===== config.mk =====
export PLATFORM = sky130hd
export DESIGN_NAME = inst_issuer_flat
export DESIGN_NICKNAME = d
export VERILOG_FILES = /design/src/rtl/inst_issuer_if.sv /design/src/rtl/inst_issuer.sv /design/src/flat_wrapper.sv
export SDC_FILE = /design/constraint.sdc
export NUM_CORES = 1
export LEC_CHECK = 0
export CAP_MARGIN = 20
export CORE_ASPECT_RATIO = 0.8
export CORE_MARGIN = 1.5
export CORE_UTILIZATION = 50
export CTS_BUF_LIST = sky130_fd_sc_hd__clkbuf_8
export DETAILED_ROUTE_END_ITERATION = 12
export GPL_TIMING_DRIVEN = 1
export PLACE_DENSITY = 0.78
export SETUP_SLACK_MARGIN = 0.02
export SYNTH_ARGS = -nofsm -noshare
export SYNTH_HDL_FRONTEND = slang
export SYNTH_SLANG_ARGS = --single-unit

===== constraint.sdc =====
create_clock -name clk -period 7.2 [get_ports clk]
set_input_delay 0.72 -clock clk [delete_from_list [all_inputs] [get_ports clk]]
set_output_delay 0.72 -clock clk [all_outputs]
set_load 0.02 [all_outputs]

===== src/rtl/inst_issuer_if.sv =====
// -----------------------------------------------------------------------------
// inst_issuer_if
// Simple valid/ready instruction channel. Used twice by inst_issuer:
//   - host side : the host pushes program words into the issuer (issuer = slave)
//   - ctrl side : the issuer hands instructions to Control (issuer = master)
// Signals:
//   data  - instruction word, WIDTH bits
//   valid - driven by the master, qualifies data
//   ready - driven by the slave, it can take a word
// -----------------------------------------------------------------------------
interface inst_issuer_if #(
    parameter int WIDTH = 27
) ();
    logic [WIDTH-1:0] data;
    logic             valid;
    logic             ready;

    modport master (
        output data,
        output valid,
        input  ready
    );

    modport slave (
        input  data,
        input  valid,
        output ready
    );
endinterface


===== src/rtl/inst_issuer.sv =====
// -----------------------------------------------------------------------------
// inst_issuer
// Initiator side of the Control instruction interface. A program is pushed by
// the host into an instruction FIFO. A start pulse makes the issuer hand the
// buffered instructions to Control one at a time, paced by Control's ready.
// The issuer stops at an END marker (opcode == END_OPCODE), waits for Control
// to finish the last instruction and then pulses done.
//
// Ports:
//   clk        - clock
//   rstn       - asynchronous active-low reset
//   host       - slave channel: host.data = host_inst, host.valid = host_valid,
//                host.ready = host_ready (FIFO not full)
//   ctrl       - master channel: ctrl.data = inst, ctrl.valid = inst_valid
//                (one-cycle strobe), ctrl.ready = ctrl_ready from Control
//   start      - one-cycle pulse, begin issuing (ignored while busy)
//   abort      - synchronous flush of the FIFO and return to IDLE
//   busy       - FSM is in RUN or DRAIN
//   done       - one-cycle pulse when the program has finished
//   fifo_count - number of entries held in the FIFO
//   issued_cnt - instructions issued since the last start (saturating)
// -----------------------------------------------------------------------------
module inst_issuer #(
    parameter int           INST_WIDTH = 27,
    parameter int           DEPTH      = 16,
    parameter int           CNT_WIDTH  = 5,
    parameter logic [4:0]   END_OPCODE = 5'h1F
) (
    input  logic                 clk,
    input  logic                 rstn,
    inst_issuer_if.slave         host,
    inst_issuer_if.master        ctrl,
    input  logic                 start,
    input  logic                 abort,
    output logic                 busy,
    output logic                 done,
    output logic [CNT_WIDTH-1:0] fifo_count,
    output logic [15:0]          issued_cnt
);

    localparam int PTR_W = $clog2(DEPTH);

    typedef enum logic [1:0] {
        ST_IDLE,
        ST_RUN,
        ST_DRAIN
    } state_t;

    state_t                 state_q, state_d;
    logic [PTR_W-1:0]       wr_ptr_q, wr_ptr_d;
    logic [PTR_W-1:0]       rd_ptr_q, rd_ptr_d;
    logic [CNT_WIDTH-1:0]   count_q, count_d;
    logic [INST_WIDTH-1:0]  inst_q, inst_d;
    logic                   inst_valid_q, inst_valid_d;
    logic                   done_q, done_d;
    logic [15:0]            issued_cnt_q, issued_cnt_d;

    logic [INST_WIDTH-1:0]  mem_q [DEPTH];

    logic [INST_WIDTH-1:0]  head;
    logic                   head_is_end;
    logic                   fifo_full;
    logic                   fifo_empty;
    logic                   push;
    logic                   issue_window;
    logic                   pop;
    logic [15:0]            cnt_base;

    assign head        = mem_q[rd_ptr_q];
    assign head_is_end = (head[INST_WIDTH-1 -: 5] == END_OPCODE);
    assign fifo_full   = (count_q == CNT_WIDTH'(DEPTH));
    assign fifo_empty  = (count_q == '0);

    // Full is judged on the registered count only, so a pop in the same cycle
    // never opens room for a push. A push during abort is dropped with the flush.
    assign push = host.valid && !fifo_full && !abort;

    // The start cycle itself is treated as a RUN cycle so that the first strobe
    // can appear in the cycle right after start.
    assign issue_window = (state_q == ST_RUN) || ((state_q == ST_IDLE) && start);

    // Requiring inst_valid low in the current cycle forces one idle cycle
    // between strobes, giving Control time to drop ready.
    assign pop = issue_window && !fifo_empty && ctrl.ready && !inst_valid_q && !abort;

    // FIFO pointer and occupancy bookkeeping; pointers wrap naturally because
    // DEPTH is a power of two.
    always_comb begin
        wr_ptr_d = wr_ptr_q;
        rd_ptr_d = rd_ptr_q;
        count_d  = count_q;
        if (abort) begin
            wr_ptr_d = '0;
            rd_ptr_d = '0;
            count_d  = '0;
        end else begin
            if (push) begin
                wr_ptr_d = wr_ptr_q + PTR_W'(1);
            end
            if (pop) begin
                rd_ptr_d = rd_ptr_q + PTR_W'(1);
            end
            if (push && !pop) begin
                count_d = count_q + CNT_WIDTH'(1);
            end else if (!push && pop) begin
                count_d = count_q - CNT_WIDTH'(1);
            end
        end
    end

    // Storage array carries no reset; its contents are only meaningful
    // between the pointers.
    always_ff @(posedge clk) begin
        if (push) begin
            mem_q[wr_ptr_q] <= host.data;
        end
    end

    // Issue FSM: next state, issue strobe, done pulse and issue counter.
    always_comb begin
        state_d      = state_q;
        inst_d       = inst_q;
        inst_valid_d = 1'b0;
        done_d       = 1'b0;
        issued_cnt_d = issued_cnt_q;
        cnt_base     = issued_cnt_q;

        if (abort) begin
            state_d = ST_IDLE;
        end else begin
            case (state_q)
                ST_IDLE, ST_RUN: begin
                    if (state_q == ST_IDLE && start) begin
                        state_d      = ST_RUN;
                        cnt_base     = '0;
                        issued_cnt_d = '0;
                    end
                    if (pop) begin
                        if (head_is_end) begin
                            state_d = ST_DRAIN;
                        end else begin
                            inst_d       = head;
                            inst_valid_d = 1'b1;
                            issued_cnt_d = (cnt_base == 16'hFFFF) ? cnt_base
                                                                  : cnt_base + 16'd1;
                        end
                    end
                end
                ST_DRAIN: begin
                    // Control raises ready once the last instruction completes.
                    if (ctrl.ready) begin
                        done_d  = 1'b1;
                        state_d = ST_IDLE;
                    end
                end
                default: begin
                    state_d = ST_IDLE;
                end
            endcase
        end
    end

    always_ff @(posedge clk or negedge rstn) begin
        if (!rstn) begin
            state_q      <= ST_IDLE;
            wr_ptr_q     <= '0;
            rd_ptr_q     <= '0;
            count_q      <= '0;
            inst_q       <= '0;
            inst_valid_q <= 1'b0;
            done_q       <= 1'b0;
            issued_cnt_q <= '0;
        end else begin
            state_q      <= state_d;
            wr_ptr_q     <= wr_ptr_d;
            rd_ptr_q     <= rd_ptr_d;
            count_q      <= count_d;
            inst_q       <= inst_d;
            inst_valid_q <= inst_valid_d;
            done_q       <= done_d;
            issued_cnt_q <= issued_cnt_d;
        end
    end

    assign host.ready = !fifo_full;
    assign ctrl.data  = inst_q;
    assign ctrl.valid = inst_valid_q;
    assign busy       = (state_q != ST_IDLE);
    assign done       = done_q;
    assign fifo_count = count_q;
    assign issued_cnt = issued_cnt_q;

endmodule

===== src/flat_wrapper.sv =====
// flat-port wrapper written by rule: the top's interface ports become plain ports
module inst_issuer_flat 
#(
    parameter int           INST_WIDTH = 27,
    parameter int           DEPTH      = 16,
    parameter int           CNT_WIDTH  = 5,
    parameter logic [4:0]   END_OPCODE = 5'h1F
)
  (clk, rstn, start, abort, busy, done, fifo_count, issued_cnt, host_data, host_valid, host_ready, ctrl_data, ctrl_valid, ctrl_ready);
  inst_issuer_if host_i ();
  inst_issuer_if ctrl_i ();
  input  logic clk;
  input  logic rstn;
  input  logic start;
  input  logic abort;
  output logic busy;
  output logic done;
  output logic [CNT_WIDTH-1:0] fifo_count;
  output logic [15:0] issued_cnt;
  input wire logic [$bits(host_i.data)-1:0] host_data;
  input wire logic [$bits(host_i.valid)-1:0] host_valid;
  output wire logic [$bits(host_i.ready)-1:0] host_ready;
  output wire logic [$bits(ctrl_i.data)-1:0] ctrl_data;
  output wire logic [$bits(ctrl_i.valid)-1:0] ctrl_valid;
  input wire logic [$bits(ctrl_i.ready)-1:0] ctrl_ready;
  assign host_i.data = host_data;
  assign host_i.valid = host_valid;
  assign host_ready = host_i.ready;
  assign ctrl_data = ctrl_i.data;
  assign ctrl_valid = ctrl_i.valid;
  assign ctrl_i.ready = ctrl_ready;
  inst_issuer #(.INST_WIDTH(INST_WIDTH), .DEPTH(DEPTH), .CNT_WIDTH(CNT_WIDTH), .END_OPCODE(END_OPCODE)) u_core (.clk(clk), .rstn(rstn), .host(host_i), .ctrl(ctrl_i), .start(start), .abort(abort), .busy(busy), .done(done), .fifo_count(fifo_count), .issued_cnt(issued_cnt));
endmodule

==> impl_metrics.toml <==
[logic_synthesis]
synthXorXnorAreaFrac = 0.009558
yosysTopAreaCell = "edfxtp_1"
synth_fp_nets = 940
synth_simple_gate_area_frac = 0.03869
avgSynthCellArea_um2 = 21.48
synth_top_family_by_area = "multiplexers"
synth_top_area_frac = 0.6742
seq_area_frac_synth = 0.7522
yosysUniqueCellTypes = 51
yosysWarnings = 0
synth_compound_area_frac = 0.01164
synth_area_leaders = "edfxtp_1 (67%), mux4_2 (15%), dfrtp_1 (7.8%), mux2_1 (1.3%), xnor2_1 (0.68%)"
synthCells = 896
postSynth.asyncResetShare = 0.1220
synth.most_common_cell = "edfxtp_1"
synth_mux_area_frac = 0.1689
synth_ff_type = "edfxtp_1"
ys_ff_latch = 492
syn_area_um2 = 19240
synth-edff-count = 432
synthAdderAreaFrac = 0.007543
synthTopCellsByCount = "edfxtp_1 (432), mux4_2 (131), dfrtp_1 (60)"

[sta]
post-route-period-util = 0.5082
hold_violations = 0
fin_crit_ns = 3.659
tns_ns = 0
tightest_slew_ns = 1.065
clock_skew_ns = 0.03571
rsz0062_at_grt = "no"
slew_headroom = 0.2900
final_max_slew_viol_count = 0
clock.fmax_mhz = 273.3
setup_viol = 0

[global_route]
grt_overflow = 0
grt_pass1_vias = 9670
grt_use_total = 0.2019
grt_pass1_wl_mm = 59.04
antenna_found_initial = 2
grt_max_degree = 61

[placed_design]
placed_area_um2 = 20690
io_buffer_count = 84
dpl.hpwl_mm = 20.71
dp_cells = 1447
gp_congestion = 0.7867

[setup_path]
critical_path_required_ns = 7.67
cpLargestDelayFamily = "multiplexers"
path_common_cell = "mux4_2"
cpMaxStageDelayCell = "dfrtp_4"
cp_max_fo = 29
reg2reg_to = "u_core.ctrl.data[19]"
path_depth = 9
cp_cell_sequence = "buf_12, mux4_2, mux4_2, o21ai_2, nor4_4, buf_6, nand2b_4, inv_4, mux2_1"
crit_path_start_kind = "register"
criticalPathCategory = "reg2reg"
crit_end = "u_core.ctrl.data[19]"
arrival_ns = 4.13
max_stage_delay_ns = 0.80
cp-end-kind = "register"
reg2reg_setup_slack_ns = 3.54
r2r_cells = 9
rr_startpoint = "u_core.rd_ptr_q[0]"
critical_path_buf_inv_count = 3
crit_start = "u_core.rd_ptr_q[0]"

[clocking]
ctsResizeCount = 0
cts_setup_buffers = 0
numCtsBuffers = 76
clk_root_buffer_cell = "clkbuf_8"
cts.path.max_buffers = 3
h-tree-depth = 3
cts_sinks = 492
cts_hold_buf = 0
clk_pin_slew_ns = 0.07
cts_tree = "yes"
clock_latency_ns = 0.61

[cells_and_area]
nNetsFinal = 1076
fillers = 2656
drive_gt1_frac = 0.2530
syn_to_final_growth_pct = 15.68
stdcell_count = 1591
regArea_um2 = 14480
design_area_um2 = 22260
multi_input_area_um2 = 4604

[pwr]
p_clk_frac = 0.339
combPwrFrac = 0.166
ir_drop_mv = 0.1651
powerDensity_nw_per_um2 = 306.4
internal_power_uw = 5104
seq_power_share = 0.495
p_switching_uw = 1717
p_sw_frac = 0.2517
p_leak_uw = 0.007213

[floorplan]
die_h_um = 178.5
fp.dieW_um = 222.3
die_area_um2 = 39680
initial_core_util = 0.5048
row_count = 64
fp.coreArea_um2 = 38120
ios = 85

[detailed_routing]
final_antenna_net_count = 0
drtIter0Drc = 965
via_count = 9480
first_pass_iters = 7
route.detailed.drc = 0
wl_per_cell_um = 24.68
drt-total-wl_mm = 39.27
viasPerCell = 5.959

[hold_path]
hp-class = "in2async"

[flow_run]
drv_cap = 0

[outcome]
status = "finished clean"
## worst min path at each step
stage	from	to	slack (ns)	cells past startpoint
2_1_floorplan	rstn	u_core.ctrl.data[0]	0.42	0
3_3_place_gp	u_core.ctrl.data[8]	u_core.ctrl.data[8]	0.48	1
3_5_place_dp	u_core.ctrl.data[8]	u_core.ctrl.data[8]	0.48	1
4_1_cts	rstn	u_core.fifo_count[3]	0.27	1
5_1_grt	rstn	u_core.fifo_count[3]	0.31	1
6_report	rstn	u_core.state_q[0]	0.26	1
## power by group through the flow
stage               registers [µW]  clock network [µW]  logic, µW
global route                  3390                2480       1220
floorplan                     3470                   0        679
CTS                           3410                2350       1110
finish                        3380                2310       1130
detailed placement            3470                   0       1110
global placement              3460                   0       1080
## layout by cell type, fill, tap and decap left out, types with 9 or more instances in the layout
cell             synthesis  layout
nor2_1                  28      27
buf_4                    4      15
mux2_1                  22      22
edfxtp_1               432     432
mux4_2                 131     131
and2_1                  14      10
nand3_1                  9       9
clkinv_2                 0      10
ha_1                    10      10
nor3_1                  12      11
nand2_1                 30      30
inv_1                    4      35
dfrtp_1                 60      57
clkdlybuf4s50_1          0      83
clkbuf_8                 0      84
xnor2_1                 15      15
## through the flow
step	utilization	hold slack, ns	power, µW	worst slack (ns)
floorplan	-	0.4244	4148	2.434
global placement	0.5423	0.4795	4544	3.363
detailed placement	0.5428	0.4823	4572	3.229
CTS	0.5831	0.2735	6870	3.195
global route	0.5839	0.3104	7084	3.355
finish	0.5840	0.2586	6820	3.541
## routing by layer
metal	up-vias	global-route usage	share of wire
li1	3988	-	-
met1	5016	0.2795	0.42
met2	392	0.3280	0.49
met3	82	0.03953	0.069
met4	2	0.06519	0.022
met5	-	0	0.00033
## cells by family (layout without fill, tap and decap cells)
group                    after synthesis  in the layout
flip-flops                           492            492
multiplexers                         158            158
AND/OR/NAND/NOR                      136            136
buffers and inverters                 48            247
AO/OA/AOI/OAI                         30             30
XOR/XNOR                              21             21
adder cells (fa/ha/maj)               11             11
other                                  0              1
## state kept, by name, indices dropped and copies added (netlist names)
register and flops:
u_core.ctrl.data 27, u_core.rd_ptr_q 4, u_core.wr_ptr_q 4, u_core.state_q 2, u_core.issued_cnt 16, u_core.fifo_count 5
u_core.done 1, u_core.mem_q 432, u_core.ctrl.valid 1
## worst register-to-register path, cell delays in order, from the launching register on
cell,delay (ns)
dfrtp_4,0.80
buf_12,0.32
mux4_2,0.57
mux4_2,0.51
o21ai_2,0.10
nor4_4,0.07
buf_6,0.18
nand2b_4,0.18
inv_4,0.38
mux2_1,0.40
## layout make-up
| cell class | count | share of cell area |
|---|---|---|
| clock buffers | 84 | 0.05194 |
| well taps | 495 | 0.02782 |
| multi-input cells | 356 | 0.2069 |
| diodes | 1 | 0.0001124 |
| inverters | 5 | 0.0009556 |
| clock inverters | 57 | 0.01698 |
| repair buffers | 101 | 0.04469 |
| flip-flops and latches | 492 | 0.6506 |
Power figures use the tool's default switching activity.
